`config.mk`:
```
export PLATFORM = sky130hd
export DESIGN_NAME = gray_ptr_ctrl
export DESIGN_NICKNAME = d
export VERILOG_FILES = /design/src/rtl/gray_ptr_ctrl.sv
export SDC_FILE = /design/constraint.sdc
export NUM_CORES = 1
export LEC_CHECK = 0
export ABC_CLOCK_PERIOD_IN_PS = 7660
export CAP_MARGIN = 10
export CORE_MARGIN = 10
export CORE_UTILIZATION = 50
export CTS_CLUSTER_DIAMETER = 50
export DETAILED_ROUTE_END_ITERATION = 8
export HOLD_SLACK_MARGIN = 0.15
export PLACE_DENSITY = 0.93
export REMOVE_ABC_BUFFERS = 1
export SYNTH_ARGS = -nofsm -noshare
export SYNTH_HDL_FRONTEND = slang
export SYNTH_SLANG_ARGS = --single-unit
```
`constraint.sdc`:
```
create_clock -name clk -period 7.66 [get_ports clk]
set_input_delay 1.149 -clock clk [delete_from_list [all_inputs] [get_ports clk]]
set_output_delay 1.149 -clock clk [all_outputs]
set_load 0.05 [all_outputs]
```
`src/rtl/gray_ptr_ctrl.sv`:
```
// One side of a dual-clock FIFO pointer path: local binary/Gray pointer, remote Gray
// synchroniser and registered full/empty, almost and level outputs (MODE 0 = write, 1 = read).
module gray_ptr_ctrl #(
  parameter int unsigned ADDR_WIDTH    = 4,
  parameter int unsigned SYNC_STAGES   = 2,
  parameter int unsigned MODE          = 0,
  parameter int unsigned ALMOST_THRESH = 2
) (
  input  logic                  clk,
  input  logic                  rst,
  input  logic                  inc,
  output logic                  ok,
  output logic [ADDR_WIDTH-1:0] addr,
  output logic [ADDR_WIDTH:0]   bin,
  output logic [ADDR_WIDTH:0]   gray,
  input  logic [ADDR_WIDTH:0]   remote_gray,
  output logic                  blocked,
  output logic                  almost,
  output logic [ADDR_WIDTH:0]   level
);

  localparam int unsigned P     = ADDR_WIDTH + 1;
  localparam int unsigned DEPTH = 1 << ADDR_WIDTH;

  localparam logic [P-1:0] DEPTH_P  = P'(DEPTH);
  localparam logic [P-1:0] AF_LIMIT = P'(DEPTH - ALMOST_THRESH);
  localparam logic [P-1:0] AE_LIMIT = P'(ALMOST_THRESH);

  // Write side comes out of reset empty (not full); read side comes out empty (blocked).
  localparam logic BLOCKED_RST = (MODE != 0);
  localparam logic ALMOST_RST  = (MODE != 0) ? 1'b1 : (ALMOST_THRESH >= DEPTH);

  logic [P-1:0]                  bin_q, gray_q, level_q;
  logic                          blocked_q, almost_q;
  logic [SYNC_STAGES-1:0][P-1:0] sync_q;

  logic         acc;
  logic [P-1:0] nbin, ngray, rbin, nlevel;
  logic         blocked_d, almost_d;

  assign acc   = inc & ~blocked_q;
  assign nbin  = bin_q + P'(acc);
  assign ngray = nbin ^ (nbin >> 1);

  always_comb begin
    rbin = '0;
    for (int i = 0; i < P; i++) begin
      rbin[i] = ^(sync_q[SYNC_STAGES-1] >> i);
    end
  end

  // Level uses the next local pointer so a local accept shows up in the flags immediately.
  always_comb begin
    nlevel    = '0;
    blocked_d = 1'b0;
    almost_d  = 1'b0;
    if (MODE == 0) begin
      nlevel    = nbin - rbin;
      blocked_d = (nlevel == DEPTH_P);
      almost_d  = (nlevel >= AF_LIMIT);
    end else begin
      nlevel    = rbin - nbin;
      blocked_d = (nlevel == '0);
      almost_d  = (nlevel <= AE_LIMIT);
    end
  end

  always_ff @(posedge clk or posedge rst) begin
    if (rst) begin
      bin_q     <= '0;
      gray_q    <= '0;
      sync_q    <= '0;
      level_q   <= '0;
      blocked_q <= BLOCKED_RST;
      almost_q  <= ALMOST_RST;
    end else begin
      bin_q     <= nbin;
      gray_q    <= ngray;
      sync_q    <= {sync_q[SYNC_STAGES-2:0], remote_gray};
      level_q   <= nlevel;
      blocked_q <= blocked_d;
      almost_q  <= almost_d;
    end
  end

  assign ok      = acc;
  assign addr    = bin_q[ADDR_WIDTH-1:0];
  assign bin     = bin_q;
  assign gray    = gray_q;
  assign blocked = blocked_q;
  assign almost  = almost_q;
  assign level   = level_q;

endmodule

```
==> impl_metrics.json, run 1 <==
{
  "status": "finished clean",
  "vias": 693,
  "syn-mean-instance-area_um2": 12.6,
  "fin_crit_ps": 3830,
  "antenna_found_initial": 0,
  "htreeDepth": 1,
  "r2r_setup_slack_ps": 4530,
  "cts.sinks": 26,
  "gr-total-overflow": 0,
  "vias_per_cell": 4.81,
  "wirelength_um": 2030,
  "die_y_um": 67.4,
  "drive_above_1_share_pct": 6.90,
  "drc": 0,
  "synth_seq_cells": 26,
  "grt_pass1_vias": 741,
  "antenna_left": 0,
  "slew_viol_final": 0,
  "rows": 17,
  "tightest_slew_ps": 902,
  "path_class": "in2out",
  "synth_warnings": 0,
  "path_clk_slew_ps": 120,
  "hold_viol_final": 0,
  "rr_worst_depth": 10,
  "fill_cells": 171,
  "synth.largest_area_cell": "dfrtp_1",
  "num-nets-final": 130,
  "start_util_pct": 51.8,
  "postCtsHoldBufs": 0,
  "cp_max_fo": 2,
  "critPathLaunchType": "primary input",
  "avgRoutedWirePerCell_um": 14.1,
  "worstPathRequired_ps": 6510,
  "post_cts_buffers": 0,
  "hp-class": "reg2reg",
  "io_buffers": 29,
  "netlist_top_cells_area": "dfrtp_1, xnor2_1, xor2_1",
  "dieArea_um2": 4550,
  "cts_buffers": 3,
  "r2r-start": "sync_q[9]",
  "dp_hpwl_um": 1680,
  "cap_violations": 0,
  "routabilityCongestion": 0.753,
  "yosysSeqAreaShare_pct": 57.8,
  "ctsResizeCount": 0,
  "clk_latency_ps": 320,
  "end_kind": "output port",
  "worst_hold_path.endpoint": "sync_q[6]",
  "grt_usage_pct": 9.30,
  "syn-cell-area_um2": 1120,
  "hp-start": "sync_q[1]",
  "ios": 30,
  "drt_iter0_markers": 3,
  "r2r-end": "blocked",
  "dr.pass1.iters": 2,
  "synth_cell_types": 26,
  "synth_top_area_share_pct": 57.8,
  "rsz0062_at_grt": "false",
  "synthCells": 89,
  "worstHoldPathCells": 0,
  "core-area_um2": 2170,
  "fmax_mhz": 261,
  "cts_tree": "built",
  "grt_pass1_wl_um": 3160,
  "grt_max_degree": 27,
  "finalClockSkew_ps": 12.7,
  "multi_input_area_um2": 395,
  "regArea_um2": 651,
  "fp.dieW_um": 67.4,
  "fin_setup_tns_ps": 0,
  "antennaDiodeCount": 0,
  "slew_headroom_pct": 39.8,
  "cts_buffer_depth": 2,
  "period_share_pct": 49.9,
  "area_growth_pct": 29.9,
  "root_buffer": "clkbuf_4",
  "cp_data_arrival_time_ps": 2680,
  "setup_viol": 0
}
## cells in the mapped netlist
library cell,instances
dfrtp_1,26
xnor2_1,11
inv_1,10
xor2_1,6
buf_4,5
ha_1,4
nand2_1,4
a21oi_1,2
nor2_1,2
nor2b_1,2
o21ai_0,2
a2111oi_2,1
a211oi_1,1
a22o_1,1
and2_1,1
and2b_2,1
clkbuf_1,1
fa_1,1
nand3_1,1
nand3b_1,1
o211ai_1,1
o22ai_1,1
o31ai_1,1
or3_1,1
or4_4,1
xnor3_2,1
## cell usage in the layout, fill, tap and decap left out, types with 2 or more instances in the layout
| master | netlist | routed |
|---|---|---|
| a21oi_1 | 2 | 2 |
| clkbuf_4 | 0 | 3 |
| clkdlybuf4s50_1 | 0 | 29 |
| dfrtp_1 | 26 | 26 |
| ha_1 | 4 | 4 |
| inv_1 | 10 | 10 |
| nand2_1 | 4 | 4 |
| nor2_1 | 2 | 2 |
| nor2b_1 | 2 | 2 |
| o21ai_0 | 2 | 2 |
| xnor2_1 | 11 | 11 |
| xor2_1 | 6 | 6 |
## through the flow
| stage | hold WS [ps] | cells | setup WS [ps] | cell area, um2 | utilization [%] |
|---|---|---|---|---|---|
| floorplan | 331 | 83 | 3840 | 1080 | - |
| global placement | 335 | 140 | 3840 | 1410 | 64.9 |
| detailed placement | 337 | 140 | 3760 | 1410 | 64.9 |
| CTS | 367 | 144 | 3830 | 1460 | 67.4 |
| global route | 373 | 144 | 3790 | 1460 | 67.4 |
| finish | 364 | 144 | 3830 | 1460 | 67.4 |
## area by class of cell
type                       count  share of cell area (%)
sequential                    26                    44.5
inverter                      10                    2.57
tap                           28                    2.40
multi-input combinational     47                    27.1
timing repair buffer          29                    19.9
clock buffer                   3                    1.54
clock inverter                 1                    2.05
## cells by family (layout without fill, tap and decap cells)
| group | after synthesis | count (layout) | synth area share [%] |
|---|---|---|---|
| buffers and inverters | 16 | 43 | 7.01 |
| XOR/XNOR | 18 | 18 | 15.3 |
| AO/OA/AOI/OAI | 10 | 10 | 6.45 |
| adder cells (fa/ha/maj) | 5 | 5 | 6.23 |
| flip-flops | 26 | 26 | 57.8 |
| AND/OR/NAND/NOR | 14 | 14 | 7.12 |
## layer usage
metal  wire (um)  vias to the layer above  track usage (%)
li1            -                      337                -
met1         708                      332             7.72
met4          26                        0             3.08
met3         152                        3             2.48
met5           0                        -                0
met2        1140                       21             19.9
## state kept, by name, indices dropped and copies added (netlist names)
name and flops:
sync_q 10, bin 5, level 5, gray 4, almost 1, blocked 1
## worst max path at each step
stage,from,end,slack [ps]
finish,inc,ok,3830
global route,inc,ok,3790
CTS,inc,ok,3830
detailed placement,inc,blocked,3760
global placement,inc,blocked,3840
floorplan,inc,blocked,3840
## worst max-delay path, cell delays in order
cell	delay [ps]
clkdlybuf4s50_1	480
nor2b_1	210
clkdlybuf4s50_1	840
Power of run 1 is not shown: default switching activity piles up to over one toggle a cycle in this logic, so the estimate is an artifact.
==> run 2: changes to the inputs <==
--- a/config.mk
+++ b/config.mk
@@ -5,14 +5,14 @@
 export SDC_FILE = /design/constraint.sdc
 export NUM_CORES = 1
 export LEC_CHECK = 0
-export ABC_CLOCK_PERIOD_IN_PS = 7660
+export ABC_CLOCK_PERIOD_IN_PS = 3450
 export CAP_MARGIN = 10
 export CORE_MARGIN = 10
-export CORE_UTILIZATION = 50
+export CORE_UTILIZATION = 42
 export CTS_CLUSTER_DIAMETER = 50
 export DETAILED_ROUTE_END_ITERATION = 8
 export HOLD_SLACK_MARGIN = 0.15
-export PLACE_DENSITY = 0.93
+export PLACE_DENSITY = 0.85
 export REMOVE_ABC_BUFFERS = 1
 export SYNTH_ARGS = -nofsm -noshare
 export SYNTH_HDL_FRONTEND = slang
==> constraint.sdc (replaced) <==
create_clock -name clk -period 3.45 [get_ports clk]
set_input_delay 0.5175 -clock clk [delete_from_list [all_inputs] [get_ports clk]]
set_output_delay 0.5175 -clock clk [all_outputs]
set_load 0.05 [all_outputs]
==> run 2 against run 1 <==
Sequential cell count stayed put. Via count increased by 4.0%. Critical path depth grew 7. Routed wire length rose by 10%. Non-clock buffer count is 1 higher. Die area increased by 13%. Critical path type is now reg2reg. Critical endpoint is now blocked. Largest cell class unchanged. Highest routed layer unchanged.
==> impl_metrics.json, run 2 (synthesis results as in run 1) <==
{
  "status": "finished clean",
  "cts_tree": "built",
  "fp.dieW_um": 71.8,
  "antennaDiodeCount": 0,
  "hold_viol_final": 0,
  "clk_latency_ps": 320,
  "vias": 721,
  "wirelength_um": 2240,
  "drive_above_1_share_pct": 8.55,
  "dp_slack_ps": 285,
  "area_growth_pct": 31.5,
  "slew_headroom_pct": 38.0,
  "fmax_mhz": 313,
  "setup_viol": 0,
  "rsz0062_at_grt": "false",
  "slew_viol_final": 0,
  "largest-register": "sync_q",
  "grt_usage_pct": 9.07,
  "finalClockSkew_ps": 1.09,
  "cap_violations": 0,
  "grt_pass1_vias": 835,
  "grt_pass1_wl_um": 3810,
  "hp-class": "reg2reg",
  "io_buffers": 29,
  "postCtsHoldBufs": 0,
  "rows": 18,
  "dr.pass1.iters": 5,
  "cts.sinks": 26,
  "cts_buffer_depth": 2,
  "postLayoutCoreUtil_pct": 58.6,
  "antenna_found_initial": 0,
  "dieArea_um2": 5150,
  "final_common_cell": "clkdlybuf4s50_1",
  "root_buffer": "clkbuf_4",
  "num-nets-final": 131,
  "r2r-end": "blocked",
  "worstPathRequired_ps": 3670,
  "die_y_um": 71.8,
  "largest_register_ffs": 10,
  "drc": 0,
  "gr-total-overflow": 0,
  "avgRoutedWirePerCell_um": 15.3,
  "r2r_setup_slack_ps": 260,
  "rr_worst_depth": 10,
  "dp_hpwl_um": 1720,
  "worstHoldPathCells": 0,
  "ctsResizeCount": 0,
  "critPathLaunch": "sync_q[8]",
  "path_clk_slew_ps": 130,
  "period_share_pct": 92.5,
  "start_util_pct": 44.6,
  "fill_cells": 207,
  "tightest_slew_ps": 929,
  "routabilityCongestion": 0.890,
  "mostFrequentLayoutCells": "clkdlybuf4s50_1, dfrtp_1, xnor2_1",
  "vias_per_cell": 4.90,
  "hp-start": "sync_q[2]",
  "r2r-start": "sync_q[8]",
  "fin_crit_ps": 3190,
  "fin_setup_tns_ps": 0,
  "path_class": "reg2reg",
  "worst_hold_path.endpoint": "sync_q[7]",
  "cp_max_fo": 4,
  "antenna_left": 0,
  "grt_max_degree": 27,
  "core-area_um2": 2520,
  "cp_data_arrival_time_ps": 3410,
  "htreeDepth": 1,
  "post_cts_buffers": 0,
  "drt_iter0_markers": 10,
  "critPathLaunchType": "flip-flop",
  "end_kind": "flip-flop",
  "ios": 30,
  "cts_buffers": 3,
  "setup_ws_ps": 259
}
-- run 2: worst max-delay path: stages (launching register included) --
cell       delay [ps]
dfrtp_1           440
xor2_2            210
xnor2_1           260
xor2_1            310
xnor2_1           190
ha_1              220
fa_1              240
nor2_1             80
a22o_1            230
or4_4             510
a2111oi_2         380
-- run 2: area by class of cell --
class,count,area [um2],share of cell area (%)
timing repair buffer,30,298,20.1
tap,30,37.5,2.54
clock buffer,3,22.5,1.52
clock inverter,1,30.0,2.03
inverter,10,37.5,2.54
multi-input combinational,47,403,27.2
sequential,26,651,44.0
-- run 2: per-layer routing --
| layer | up-vias | track usage, % | share of wire [%] |
|---|---|---|---|
| met2 | 32 | 16.6 | 53 |
| met3 | 5 | 3.44 | 8.4 |
| met5 | - | 0 | 0 |
| li1 | 335 | - | - |
| met4 | 0 | 4.73 | 1.8 |
| met1 | 349 | 8.54 | 37 |
-- run 2: worst max path at each step --
stage          cells after the start      end
3_3_place_gp                       9  blocked
5_1_grt                           10  blocked
6_report                          10  blocked
2_1_floorplan                      8  blocked
3_5_place_dp                      10  blocked
4_1_cts                           10  blocked
-- run 2: through the flow --
stage	std cells	area (um2)	hold slack (ps)
3_5_place_dp	143	1420	339
6_report	147	1480	366
3_3_place_gp	143	1420	332
5_1_grt	147	1480	378
2_1_floorplan	83	1080	331
4_1_cts	147	1470	371
Power of run 2 is left out for the same reason.
